File: src/rtl/seq_divider_16.sv
// seq_divider_16
// Iterative unsigned divider using restoring trial subtraction. It produces
// one quotient bit per clock, so a nonzero divide takes WIDTH cycles from
// acceptance to the done pulse.
//
// Ports:
//   clk          system clock; all state changes on the rising edge
//   rst          synchronous active-high reset
//   start        request a division; ignored while busy
//   dividend     numerator, captured when start is accepted
//   divisor      denominator, captured when start is accepted
//   busy         high while iterating
//   done         single-cycle pulse; results are valid in that cycle
//   quotient     unsigned quotient, held until the next result
//   remainder    unsigned remainder, held until the next result
//   div_by_zero  set with done when the divisor was zero; cleared by the next accepted start
module seq_divider_16 #(
  parameter int WIDTH = 16
) (
  input  logic             clk,
  input  logic             rst,
  input  logic             start,
  input  logic [WIDTH-1:0] dividend,
  input  logic [WIDTH-1:0] divisor,
  output logic             busy,
  output logic             done,
  output logic [WIDTH-1:0] quotient,
  output logic [WIDTH-1:0] remainder,
  output logic             div_by_zero
);

  localparam int CW = $clog2(WIDTH + 1);

  typedef enum logic [1:0] {IDLE, RUN, DONE} state_t;

  state_t           state;
  state_t           state_next;
  logic [CW-1:0]    count;
  logic [WIDTH:0]   part_rem;
  logic [WIDTH-1:0] dvd_shift;
  logic [WIDTH-1:0] dvsr;
  logic [WIDTH-1:0] q_shift;

  logic             accept;
  logic             last_iter;
  logic [WIDTH:0]   shifted;
  logic [WIDTH:0]   trial;
  logic [WIDTH:0]   p_next;
  logic [WIDTH-1:0] q_next;

  // One restoring-division step. The trial difference is formed as
  // P + ~D + 1 at WIDTH+1 bits. Because P is always below 2*divisor, the
  // top bit of the difference is set exactly when it went negative.
  always_comb begin
    shifted = {part_rem[WIDTH-1:0], dvd_shift[WIDTH-1]};
    trial   = shifted + ~{1'b0, dvsr} + {{WIDTH{1'b0}}, 1'b1};
    if (!trial[WIDTH]) begin
      p_next = trial;
      q_next = {q_shift[WIDTH-2:0], 1'b1};
    end else begin
      p_next = shifted;
      q_next = {q_shift[WIDTH-2:0], 1'b0};
    end
  end

  // State register.
  always_ff @(posedge clk) begin
    if (rst) state <= IDLE;
    else     state <= state_next;
  end

  // Next-state and status decode. A start seen in the DONE cycle is
  // accepted just as it would be from IDLE, so divides can issue back to back.
  always_comb begin
    state_next = state;
    busy       = 1'b0;
    done       = 1'b0;
    accept     = 1'b0;
    last_iter  = (count == CW'(1));
    case (state)
      IDLE, DONE: begin
        done       = (state == DONE);
        accept     = start;
        state_next = IDLE;
        if (start) state_next = (divisor == '0) ? DONE : RUN;
      end
      RUN: begin
        busy = 1'b1;
        if (last_iter) state_next = DONE;
      end
      default: state_next = IDLE;
    endcase
  end

  // Datapath registers. The results are written on the edge that ends the
  // last iteration, so they are already valid during the done cycle.
  always_ff @(posedge clk) begin
    if (rst) begin
      count       <= '0;
      part_rem    <= '0;
      dvd_shift   <= '0;
      dvsr        <= '0;
      q_shift     <= '0;
      quotient    <= '0;
      remainder   <= '0;
      div_by_zero <= 1'b0;
    end else if (accept) begin
      dvd_shift <= dividend;
      dvsr      <= divisor;
      part_rem  <= '0;
      q_shift   <= '0;
      if (divisor == '0) begin
        count       <= '0;
        quotient    <= '1;
        remainder   <= dividend;
        div_by_zero <= 1'b1;
      end else begin
        count       <= CW'(WIDTH);
        div_by_zero <= 1'b0;
      end
    end else if (state == RUN) begin
      part_rem  <= p_next;
      dvd_shift <= {dvd_shift[WIDTH-2:0], 1'b0};
      q_shift   <= q_next;
      count     <= count - CW'(1);
      if (last_iter) begin
        quotient  <= q_next;
        remainder <= p_next[WIDTH-1:0];
      end
    end
  end

endmodule

File: config.mk
export PLATFORM = sky130hd
export DESIGN_NAME = seq_divider_16
export DESIGN_NICKNAME = d
export VERILOG_FILES = /design/src/rtl/seq_divider_16.sv
export SDC_FILE = /design/constraint.sdc
export NUM_CORES = 1
export LEC_CHECK = 0
export CAP_MARGIN = 10
export CORE_MARGIN = 2
export CORE_UTILIZATION = 61
export CTS_BUF_LIST = sky130_fd_sc_hd__clkbuf_2
export DETAILED_ROUTE_END_ITERATION = 7
export PLACE_DENSITY = 0.94
export SKIP_LAST_GASP = 1
export SYNTH_ARGS = -nofsm -noshare
export SYNTH_HDL_FRONTEND = slang
export SYNTH_SLANG_ARGS = --single-unit
File: constraint.sdc
create_clock -name clk -period 6.6 [get_ports clk]
set_input_delay 1.32 -clock clk [delete_from_list [all_inputs] [get_ports clk]]
set_output_delay 1.32 -clock clk [all_outputs]
set_load 0.1 [all_outputs]
Word level (Yosys, flattened, before mapping)
Cells that the tools add are included.
{"block": "totals", "wordCells": 48, "output_inout_bits": 35, "in_bits": 35, "ff_bits": 103}
{"block": "op_classes", "bitwise_logic": 1, "add_sub_neg": 3, "n_reduce_logical": 7, "n_mux": 23, "n_eq_ne": 5}
{"cell": "two-way mux 16 bit", "count": 11}
{"cell": "adder 17 x 1 -> 17 bit, second input constant", "count": 1}
{"cell": "adder 17 bit", "count": 1}
{"cell": "inverter 16 -> 17 bit", "count": 1}
{"cell": "zero test 16 bit", "count": 1}
{"cell": "two-way mux 5 bit", "count": 3}
{"cell": "two-way mux 2 bit", "count": 3}
{"cell": "== test 5 x 1 -> 1 bit, second input constant", "count": 1}
{"cell": "two-way mux 1 bit", "count": 5}
{"cell": "subtractor 5 x 1 -> 5 bit, second input constant", "count": 1}
{"cell": "case mux 2 bit (2 select lines)", "count": 1}
{"cell": "nonzero test 2 bit", "count": 2}
{"cell": "OR reduction 2 bit", "count": 2}
{"cell": "AND reduction 3 bit", "count": 1}
{"cell": "== test 2 x 1 -> 1 bit, second input constant", "count": 1}
{"cell": "== test 2 bit, second input constant", "count": 1}
{"cell": "zero test 2 bit", "count": 1}
{"cell": "inequality test 2 x 1 -> 1 bit, second input constant", "count": 1}
{"cell": "inequality test 2 bit, second input constant", "count": 1}

Depth between registers and ports, before layout
Gate-level depths: netlist (run 1).
{"block": "depth", "ltp_word": 7, "mapped_depth": 13, "ltp_nobuf": 10}

Worst setup path before layout (run 1)
OpenSTA, ideal clock, no wires.
{"block": "synth_timing", "path_kind": "register to output", "startpoint": "register state[1]", "endpoint": "output busy", "slack_ns": 3.021, "stages_incl_launch_ff": 7, "arrival_time_ns": 2.259, "path_buffers": 4, "required_ns": 5.280, "cell_sequence": "dfxtp_1 nand2b_1 clkbuf_1 inv_1 clkbuf_1 clkbuf_1 clkbuf_1"}
{"block": "synth_via", "elab_chain_cells": 2}
{"item": "start: declaration", "line": "36", "text": "state_t state;"}
{"item": "start signal: assignment", "line": "69", "text": "else state <= state_next;"}
{"item": "== test 2 x 1 -> 1 bit", "line": "80", "text": "case (state)"}
{"item": "two-way mux 1 bit", "line": "80"}
{"item": "end: declaration", "line": "25", "text": "output logic busy,"}
No other way between the ends.

Worst setup path after layout (run 1)
{"block": "layout_timing", "startpoint": "register state[0]", "endpoint": "output busy"}
Same word-level chain as after synthesis.

==> results.rst, run 1 <==
.. list-table::
   :header-rows: 1

   * - Metric
     - Value
   * - Outcome
     - finished clean
   * - Total area of sequential cells
     - around 2100 um2
   * - Total number of yosys warnings
     - 0
   * - Family with the most delay on the worst path
     - buffers and inverters
   * - Slew at the pin closest to its max-slew limit
     - 1140 ps
   * - Synth Area per Inst
     - 7.892 um2
   * - Data required, critical path
     - roughly 5300 ps
   * - DIE WIDTH
     - 94.07 um
   * - Global-route usage over all layers
     - 0.2940
   * - Total global routing overflow
     - 0
   * - Via density
     - roughly 6.1
   * - Async set or reset register ratio after synthesis
     - 0
   * - Number of post-CTS setup repair buffers
     - 0
   * - Final setup skew
     - roughly 28 ps
   * - Antenna violations before repair
     - 0
   * - Count of fill cells added during filler insertion
     - 597
   * - Most used cells in the layout excluding fill and tap cells
     - dfxtp_1 (103), nand2_1 (98), a21oi_1 (85), clkdlybuf4s50_1 (68), nor2_1 (67)
   * - Type of the setup path with the least slack
     - reg -> out
   * - Pwr per Cell Area
     - ~260 nW/um2
   * - Total detailed-routing wirelength
     - 12,660 um
   * - FP Rows
     - 32
   * - Area of all placed cells without fillers
     - 5713 um2
   * - Count of routing violations after the opening detailed-route iteration
     - 409
   * - Leakage
     - 2.154 nW
   * - Final Wtd Congestion
     - roughly 0.87
   * - Data arrival time of the critical path
     - roughly 3100 ps
   * - Register bit total from synthesis
     - 103
   * - Multi-input logic area
     - 2606 um2
   * - Post-layout min period
     - 4440 ps
   * - Sort of element at the end of the critical path
     - output port
   * - Cell Count, Final, Fillers Out
     - 774
   * - Final layout net count
     - between 700 and 800
   * - Antenna diodes
     - 0
   * - Detailed-routed wire length on met2
     - 6258 um
   * - Total negative setup slack
     - 0 ps
   * - Remaining number of nets flagged by the antenna check after routing
     - 0
   * - Vias in the first global route
     - 4,425
   * - Mapped cell area
     - between 4000 and 5000 um2
   * - Finish-stage setup viols
     - 0
   * - Mean routed wirelength per cell
     - 16.36 um
   * - H-tree levels
     - 3
   * - Primary flip-flop cell chosen by synthesis mapping
     - dfxtp_1
   * - Number of buffers added by the clock tree synthesis step
     - 9
   * - Fraction of post-synthesis cell area in the top cell type by area
     - 0.4167
   * - Signed area change from the synthesized netlist to the final layout
     - 15.45%
   * - Maximum clock insertion buffer count
     - 2
   * - Die outline area
     - 8849 um2
   * - Type of origin of the critical path
     - flop
   * - Placed Instance Area
     - about 5600 um2
   * - Post-synthesis sequential area ratio
     - 0.4167
   * - Worst IR Drop VDD
     - 0.0001475 V
   * - First-pass GRT wire length
     - just over 20,000 um
   * - Die span in y
     - roughly 94 um
   * - Number of enable-type register cells in the synthesized netlist
     - 0
   * - I/O pins
     - 70
   * - Gate count after technology mapping
     - around 630
   * - Clock network latency to the later pin of the worst-skew pair
     - 580 ps
   * - Hold_buf cts
     - 0
   * - Setup repair after global routing missed its margin
     - no
   * - Final cell utilization of the core
     - 0.7317
   * - Max Clock Freq
     - 0.2252 GHz
   * - Area of the core region
     - 7807 um2
   * - Worst-path clk slew
     - approximately 290 ps
   * - Share of cells above drive strength 1
     - 0.04167
   * - Detail Placement HPWL
     - between 8000 and 9000 um
   * - Root buffer selected by CTS
     - clkbuf_2
   * - Post-cts gate resize count
     - 0
   * - Post-synth cell types
     - 50
   * - Cell chain of the critical path
     - nand2b_1 > inv_1 > clkdlybuf4s50_1
   * - Worst-case headroom to the max-slew limit
     - 0.2401
   * - Library cell with the largest summed area after synthesis
     - dfxtp_1
   * - Number of sinks on the clock net
     - 103
   * - Routed metal-1 wirelength
     - 5237 um
   * - Port Buf Inserts
     - 69
   * - Final slew viol count
     - 0
   * - DRC
     - 0
   * - Instance count after placement with tap cells included
     - about 760
   * - Cells taking the most area after synthesis
     - dfxtp_1 (42%), a21oi_1 (8.6%), nand2_1 (7.4%)
   * - Detailed-routed wire length on met3
     - 935 um
   * - Iteration count of the initial detailed-routing pass
     - 6
   * - Crit path buf inv count
     - 2
   * - Initial core utilization
     - 0.6338
   * - Uppermost layer routed
     - met4
   * - Clock tree from TritonCTS
     - yes
   * - Hold Path Class
     - reg -> reg
   * - Final Hold Fails
     - 0
   * - Total via count in the routed design
     - approximately 4,700
   * - Commonest non-fill, non-tap cell in the layout
     - dfxtp_1
   * - Worst path max stage delay
     - 1160 ps
   * - Highest net fanout along the worst path
     - 27
   * - Synthesized netlist net count
     - 681
   * - Max-cap viol count
     - 0
   * - Slowest CP cell
     - clkdlybuf4s50_1
   * - Pin count of the biggest net entering global routing
     - between 60 and 70
   * - Final worst-path cycle share
     - 0.6728
   * - Worst hold margin
     - between 400 and 500 ps
==> sequential cells by signal (all words and copies together) (netlist names) <==
signal,flops
dvsr,16
count,5
dvd_shift,16
part_rem,16
quotient,16
q_shift,15
remainder,16
div_by_zero,1
state,2
==> per-layer routing <==
layer | track usage | vias to the layer above
met1 | 0.3848 | 2227
li1 | - | 2269
met2 | 0.4988 | 229
met5 | 0 | -
met3 | 0.04575 | 23
met4 | 0.09058 | 0
==> tightest hold or removal path: cells and delay by family (launching register included) <==
family | cells | cell delay, ps
flip-flops | 1 | 380
AND/OR/NAND/NOR | 1 | 50
AO/OA/AOI/OAI | 1 | 50
==> path summary, 6_finish.rpt <==
path	start	end	slack, ps	cells after the start
max	state[0]$_SDFFE_PP0P_	busy	2160	3
min	dvsr[11]$_SDFFE_PP0P_	dvsr[11]$_SDFFE_PP0P_	480	2
max reg2reg	dvd_shift[15]$_SDFFE_PP0P_	remainder[6]$_SDFFE_PP0P_	2860	10
min reg2reg	dvsr[11]$_SDFFE_PP0P_	dvsr[11]$_SDFFE_PP0P_	480	2
==> stage by stage <==
stage	total power [mW]	setup slack, ps
6_report	1.476	2160
5_1_grt	1.546	1954
4_1_cts	1.467	2161
3_5_place_dp	1.198	2749
3_3_place_gp	1.177	2929
2_1_floorplan	1.089	3021
==> cell families (layout without fill, tap and decap cells) <==
logic type / after synthesis / after routing / synth area share
xor+xnor: 12 / 12 / 0.02124
buf+inv: 70 / 115 / 0.05714
fa+ha+maj: 19 / 19 / 0.04956
simple gates: 228 / 228 / 0.2010
mux: 17 / 17 / 0.03565
compound gates: 178 / 178 / 0.2187
flops: 103 / 103 / 0.4167
==> where the power goes <==
part / leakage [nW] / internal [mW] / total, mW / switching, mW
sequential: 0.839 / 0.659 / 0.682 / 0.0239
combinational: 1.25 / 0.188 / 0.514 / 0.327
clock: 0.0662 / 0.0557 / 0.280 / 0.224
==> synthesized netlist by cell type (2+ instances only) <==
cell,instances
nor4b_1,2
o211ai_1,4
ha_1,18
o22ai_1,17
o41ai_1,2
nor3b_1,2
and3_1,2
nand4_1,5
o21a_1,2
xor2_1,2
nor3_1,19
a21o_1,2
o21ai_0,20
inv_1,25
or2_2,2
nor4_1,6
nor2_1,67
a211o_1,3
clkbuf_1,35
a22oi_1,27
dfxtp_1,103
a211oi_1,5
xnor2_1,10
buf_6,2
or4_1,2
a21oi_1,85
nand2b_1,10
buf_1,6
nor2b_1,3
mux2i_1,15
nand2_1,98
nand3_1,8
==> layout make-up <==
type / count / area share
clock inverter: 7 / 0.009636
inverter: 25 / 0.01643
sequential: 103 / 0.3609
multi-input combinational: 454 / 0.4562
tap: 102 / 0.02234
timing repair buffer: 74 / 0.1266
clock buffer: 9 / 0.007884
(Power assumes the default switching activity.)
==> run 2, diff against run 1 <==
Settings changed: CORE_UTILIZATION 61 to 57, PLACE_DENSITY 0.94 to 0.89.
Clock period 6.6 ns to 4.5 ns, I/O delays scaled along.
==> results.rst, run 2 (synthesis gave the netlist of run 1 again) <==
.. list-table::
   :header-rows: 1

   * - Metric
     - Value
   * - Outcome
     - finished clean
   * - Multi-input logic area
     - 2606 um2
   * - I/O pins
     - 70
   * - Pwr per Cell Area
     - between 300 and 400 nW/um2
   * - Final Hold Fails
     - 0
   * - Signed area change from the synthesized netlist to the final layout
     - 16.86%
   * - Type of origin of the critical path
     - flop
   * - Top cell by count, worst path
     - a21oi_1
   * - Sw Ratio
     - 0.3909
   * - Mean routed wirelength per cell
     - about 15 um
   * - DIE WIDTH
     - 97.18 um
   * - Number of buffers added by the clock tree synthesis step
     - 9
   * - Port Buf Inserts
     - 69
   * - Count of fill cells added during filler insertion
     - 670
   * - First-pass GRT wire length
     - around 21,000 um
   * - Initial core utilization
     - 0.5963
   * - Worst path max stage delay
     - 480 ps
   * - Sort of element at the end of the critical path
     - flop
   * - Register share of total power
     - 0.455
   * - Final slew viol count
     - 0
   * - Final Wtd Congestion
     - ~0.87
   * - Leakage
     - 2.191 nW
   * - Worst-path clk slew
     - about 340 ps
   * - Final worst-path cycle share
     - 0.8008
   * - Family with the most delay on the worst path
     - compound AO/OA/AOI/OAI gates
   * - Setup repair after global routing missed its margin
     - no
   * - Post-layout min period
     - between 3000 and 4000 ps
   * - Pin count of the biggest net entering global routing
     - 66
   * - Count of routing violations after the opening detailed-route iteration
     - 337
   * - FP Rows
     - 33
   * - Global-route usage over all layers
     - 0.2603
   * - Total global routing overflow
     - 0
   * - Hold Path Class
     - reg -> reg
   * - Total negative setup slack
     - 0 ps
   * - Layer with the highest usage after global routing
     - met2
   * - Placed Instance Area
     - around 5700 um2
   * - Antenna diodes
     - 0
   * - Detail Placement HPWL
     - 8771 um
   * - Remaining number of nets flagged by the antenna check after routing
     - 0
   * - Post-cts gate resize count
     - 0
   * - Clock tree from TritonCTS
     - yes
   * - Crit path buf inv count
     - 2
   * - Met3 track utilization from global routing
     - 0.04532
   * - Die outline area
     - 9443 um2
   * - Final layout net count
     - 726
   * - Area of the core region
     - 8299 um2
   * - Commonest non-fill, non-tap cell in the layout
     - dfxtp_1
   * - Total area of sequential cells
     - about 2100 um2
   * - Worst-case headroom to the max-slew limit
     - 0.3105
   * - Switch Pwr
     - 0.8612 mW
   * - Total via count in the routed design
     - 4,586
   * - Vias in the first global route
     - 4,465
   * - Slew at the pin closest to its max-slew limit
     - just over 1000 ps
   * - Area of all placed cells without fillers
     - 5783 um2
   * - Slowest CP cell
     - o21a_1
   * - Iteration count of the initial detailed-routing pass
     - 5
   * - Antenna violations before repair
     - 0
   * - Share of cells above drive strength 1
     - 0.05170
   * - Hold_buf cts
     - 0
   * - Type of the setup path with the least slack
     - reg -> reg
   * - Root buffer selected by CTS
     - clkbuf_2
   * - Part of the power in combinational logic
     - 0.341
   * - Number of sinks on the clock net
     - 103
   * - Die span in y
     - 97.18 um
   * - Total detailed-routing wirelength
     - 12,040 um
   * - Finish-stage setup viols
     - 0
   * - Most used cells in the layout excluding fill and tap cells
     - dfxtp_1 (103), nand2_1 (98), a21oi_1 (85), nor2_1 (67), clkdlybuf4s50_1 (67)
   * - Cell internal pwr
     - 1.342 mW
   * - Portion of total power attributed to the clock network
     - 0.205
   * - Cell chain of the critical path
     - inv_1 > ha_1 > fa_1 > nand2b_1 > a21oi_1 > o21a_4 > o211a_1 > o21a_1 > buf_4 > mux2i_1 > a21oi_1
   * - Clock network latency to the later pin of the worst-skew pair
     - 610 ps
   * - Worst IR Drop VDD
     - 0.0002823 V
   * - Slack of the critical path
     - 896.6 ps
   * - Pre-CTS WS
     - 1080 ps
   * - Data arrival time of the critical path
     - 4060 ps
   * - H-tree levels
     - 3
   * - Via density
     - 5.864
   * - Number of post-CTS setup repair buffers
     - 0
   * - Final cell utilization of the core
     - 0.6968
   * - Data required, critical path
     - 4960 ps
   * - Maximum clock insertion buffer count
     - 2
   * - DRC
     - 0
   * - Max-cap viol count
     - 0
   * - Final setup skew
     - 52.02 ps
   * - Met2 Use GR
     - 0.4428
   * - Highest net fanout along the worst path
     - 14
   * - Global routing usage on met1
     - 0.3344
   * - Max Clock Freq
     - roughly 0.28 GHz
==> run 2: changes by cell type in the layout (fill, tap and decap cells not counted), sizes merged <==
cell,before,now
clkinv,4,5
clkdlybuf4s50,68,67
inv,28,27
buf,6,12
==> run 2: area by class of cell <==
type                       count  area share
multi-input combinational    454      0.4507
sequential                   103      0.3566
timing repair buffer          79      0.1311
tap                          105     0.02272
inverter                      25     0.01623
clock inverter                 7     0.01493
clock buffer                   9    0.007789
==> run 2: power groups by stage <==
stage / clock, mW / sequential (mW) / combinational [mW]
final: 0.451 / 1.00 / 0.751
after global routing: 0.491 / 1.01 / 0.819
after CTS: 0.458 / 1.00 / 0.745
after detailed placement: 0 / 1.02 / 0.741
after global placement: 0 / 1.01 / 0.721
after floorplan: 0 / 1.11 / 0.489
==> run 2: path summary, 6_finish.rpt <==
check	endpoint	start	cells after the start	slack, ps
setup / recovery	part_rem[5]$_SDFFE_PP0P_	dvd_shift[15]$_SDFFE_PP0P_	11	900
hold / removal	dvd_shift[4]$_SDFFE_PP0P_	dvd_shift[4]$_SDFFE_PP0P_	2	470
setup reg to reg	part_rem[5]$_SDFFE_PP0P_	dvd_shift[15]$_SDFFE_PP0P_	11	900
hold reg to reg	dvd_shift[4]$_SDFFE_PP0P_	dvd_shift[4]$_SDFFE_PP0P_	2	470
==> run 2: stage by stage <==
step / cells / power, mW / hold WS [ps]
after global routing: 782 / 2.318 / 485.4
after floorplan: 627 / 1.597 / 436.3
after CTS: 782 / 2.203 / 453.9
after detailed placement: 766 / 1.757 / 447.2
final: 782 / 2.203 / 471.8
after global placement: 766 / 1.735 / 442.5
==> run 2: worst register-to-register path: cells and delay by family, from the launching register on <==
| kind | cells | cell delay [ps] |
|---|---|---|
| compound gates | 5 | 1410 |
| flops | 1 | 470 |
| buf+inv | 2 | 400 |
| fa+ha+maj | 2 | 630 |
| simple gates | 1 | 190 |
| mux | 1 | 370 |
==> run 2: routing by layer <==
| metal | vias up | part of all wire |
|---|---|---|
| li1 | 2282 | - |
| met1 | 2103 | 0.42 |
| met2 | 178 | 0.48 |
| met3 | 23 | 0.075 |
| met4 | 0 | 0.020 |
| met5 | - | 0 |
==> run 3, diff against run 2 <==
Clock period 4.5 ns to 3.5 ns, I/O delays scaled along.
==> results.rst, run 3 (synthesis gave the netlist of run 1 again) <==
.. list-table::
   :header-rows: 1

   * - Metric
     - Value
   * - Outcome
     - finished clean
   * - First-pass GRT wire length
     - 20,890 um
   * - Slew at the pin closest to its max-slew limit
     - 986.8 ps
   * - Depth of the most critical reg-to-reg path
     - 11
   * - Highest net fanout along the worst path
     - 25
   * - Final setup skew
     - 37.00 ps
   * - Commonest non-fill, non-tap cell in the layout
     - dfxtp_1
   * - Worst-path clk slew
     - ~280 ps
   * - Register share of total power
     - 0.458
   * - Setup repair after global routing missed its margin
     - no
   * - Signed area change from the synthesized netlist to the final layout
     - 17.07%
   * - DIE WIDTH
     - 97.18 um
   * - Part of the power in combinational logic
     - 0.350
   * - Post-cts gate resize count
     - 0
   * - Max-cap viol count
     - 0
   * - Detail Placement HPWL
     - 9110 um
   * - Area of the core region
     - 8299 um2
   * - Hold Path Class
     - in -> reg
   * - Pwr per Cell Area
     - 484.2 nW/um2
   * - Critical R2R Launch
     - dvd_shift[15]$_SDFFE_PP0P_
   * - Hold_buf cts
     - 0
   * - Worst-case headroom to the max-slew limit
     - 0.3251
   * - Type of the setup path with the least slack
     - reg -> reg
   * - Reg2reg end
     - part_rem[14]$_SDFFE_PP0P_
   * - Die outline area
     - 9443 um2
   * - Sort of element at the end of the critical path
     - flop
   * - Initial core utilization
     - 0.5963
   * - Data required, critical path
     - just over 4000 ps
   * - Instance count after placement with tap cells included
     - just under 800
   * - Remaining number of nets flagged by the antenna check after routing
     - 0
   * - Root buffer selected by CTS
     - clkbuf_2
   * - Final worst-path cycle share
     - 0.9019
   * - I/O pins
     - 70
   * - Final Hold Fails
     - 0
   * - Portion of total power attributed to the clock network
     - 0.192
   * - Leakage
     - approximately 2.2 nW
   * - Iteration count of the initial detailed-routing pass
     - 5
   * - Cell Count, Final, Fillers Out
     - roughly 790
   * - H-tree levels
     - 3
   * - Global-route usage over all layers
     - 0.2660
   * - Number of sinks on the clock net
     - between 100 and 150
   * - Total detailed-routing wirelength
     - roughly 12,000 um
   * - Mean routed wirelength per cell
     - 15.87 um
   * - Via density
     - 6.032
   * - Sw Ratio
     - 0.3882
   * - Total via count in the routed design
     - 4,735
   * - Post-layout min period
     - 3157 ps
   * - Port Buf Inserts
     - 69
   * - DRC
     - 0
   * - Type of origin of the critical path
     - flop
   * - Most used cells in the layout excluding fill and tap cells
     - dfxtp_1 (103), nand2_1 (98), a21oi_1 (85), nor2_1 (67), clkdlybuf4s50_1 (66)
   * - Cell internal pwr
     - 1.716 mW
   * - FF-to-FF setup slack
     - 340 ps
   * - Final slew viol count
     - 0
   * - Vias in the first global route
     - 4,580
   * - Antenna diodes
     - 0
   * - Clock tree from TritonCTS
     - yes
   * - Switch Pwr
     - 1.089 mW
   * - Finish-stage setup viols
     - 0
   * - Total global routing overflow
     - 0
   * - Antenna violations before repair
     - 0
   * - Share of cells above drive strength 1
     - 0.05735
   * - Worst setup path end
     - part_rem[14]$_SDFFE_PP0P_
   * - FP Rows
     - 33
   * - Total negative setup slack
     - 0 ps
   * - Die span in y
     - 97.18 um
   * - Final layout net count
     - between 700 and 800
   * - Maximum clock insertion buffer count
     - 2
   * - Clock network latency to the later pin of the worst-skew pair
     - approximately 590 ps
   * - Pin count of the biggest net entering global routing
     - 68
   * - Launching instance or port of the critical path
     - dvd_shift[15]$_SDFFE_PP0P_
   * - Count of fill cells added during filler insertion
     - 683
   * - Max Clock Freq
     - 0.3168 GHz
   * - Count of routing violations after the opening detailed-route iteration
     - 307
   * - Data arrival time of the critical path
     - 3690 ps
   * - Final Wtd Congestion
     - 0.8818
   * - Number of post-CTS setup repair buffers
     - 0
   * - Worst IR Drop VDD
     - 0.0003014 V
   * - Number of buffers added by the clock tree synthesis step
     - 9
   * - Number of instances on the worst hold path
     - 2
-- run 3: cell count changes in the layout (fill, tap and decap cells not counted) --
cell	before	now
buf_12	0	1
clkinvlp_4	0	2
inv_8	1	2
clkinv_8	3	0
buf_4	11	14
clkdlybuf4s50_1	67	66
-- run 3: critical path, stage by stage, from the launching register on --
cell and delay [ps]:
dfxtp_1 440, inv_1 80, ha_1 240, fa_1 410
nand2b_1 180, a21oi_1 380, o21a_4 230, o211a_1 160
o21a_1 120, buf_4 320, mux2_4 350, a211oi_2 210
-- run 3: area by class of cell --
type                    count  area, um2  share of cell area
clock buffers               9      45.04            0.007775
multi-input cells         454       2606              0.4499
flip-flops and latches    103       2062              0.3559
well taps                 105      131.4             0.02268
repair buffers             82      790.8              0.1365
clock inverters             7      63.81             0.01102
inverters                  25      93.84             0.01620
-- run 3: per-stage QoR --
stage                     setup slack, ps  area, um2  total power, mW  utilization  hold WS (ps)
after floorplan                     541.3       4949            2.053            -         436.3
after global placement              429.1       5684            2.235       0.6849         443.8
after detailed placement            304.9       5684            2.273       0.6849         447.9
after CTS                           384.7       5793            2.800       0.6980         312.6
after global routing                192.8       5793            2.938       0.6980         317.0
final                               343.3       5793            2.805       0.6980         347.0
-- run 3: power by group through the flow --
stage | Combinational (mW) | Sequential (mW) | Clock, mW
after detailed placement | 0.966 | 1.31 | 0
after CTS | 0.971 | 1.28 | 0.544
after global placement | 0.933 | 1.30 | 0
after global routing | 1.06 | 1.29 | 0.584
final | 0.982 | 1.29 | 0.537
after floorplan | 0.629 | 1.42 | 0
-- run 3: how the worst min path moves through the flow --
| stage | from | slack, ps | end |
|---|---|---|---|
| 2_1_floorplan | dvsr[10]$_SDFFE_PP0P_ | 440 | dvsr[10]$_SDFFE_PP0P_ |
| 3_3_place_gp | dvd_shift[8]$_SDFFE_PP0P_ | 440 | dvd_shift[8]$_SDFFE_PP0P_ |
| 3_5_place_dp | dvd_shift[2]$_SDFFE_PP0P_ | 450 | dvd_shift[2]$_SDFFE_PP0P_ |
| 4_1_cts | rst | 310 | state[0]$_SDFFE_PP0P_ |
| 5_1_grt | rst | 320 | state[0]$_SDFFE_PP0P_ |
| 6_report | rst | 350 | state[0]$_SDFFE_PP0P_ |
-- run 3: layer usage --
metal  global-route usage  vias to the layer above  part of all wire
met1               0.3178                     2229              0.42
met4              0.09317                        0             0.025
met3              0.05252                       31             0.061
li1                     -                     2286                 -
met2               0.4744                      189              0.49
met5                    0                        -                 0
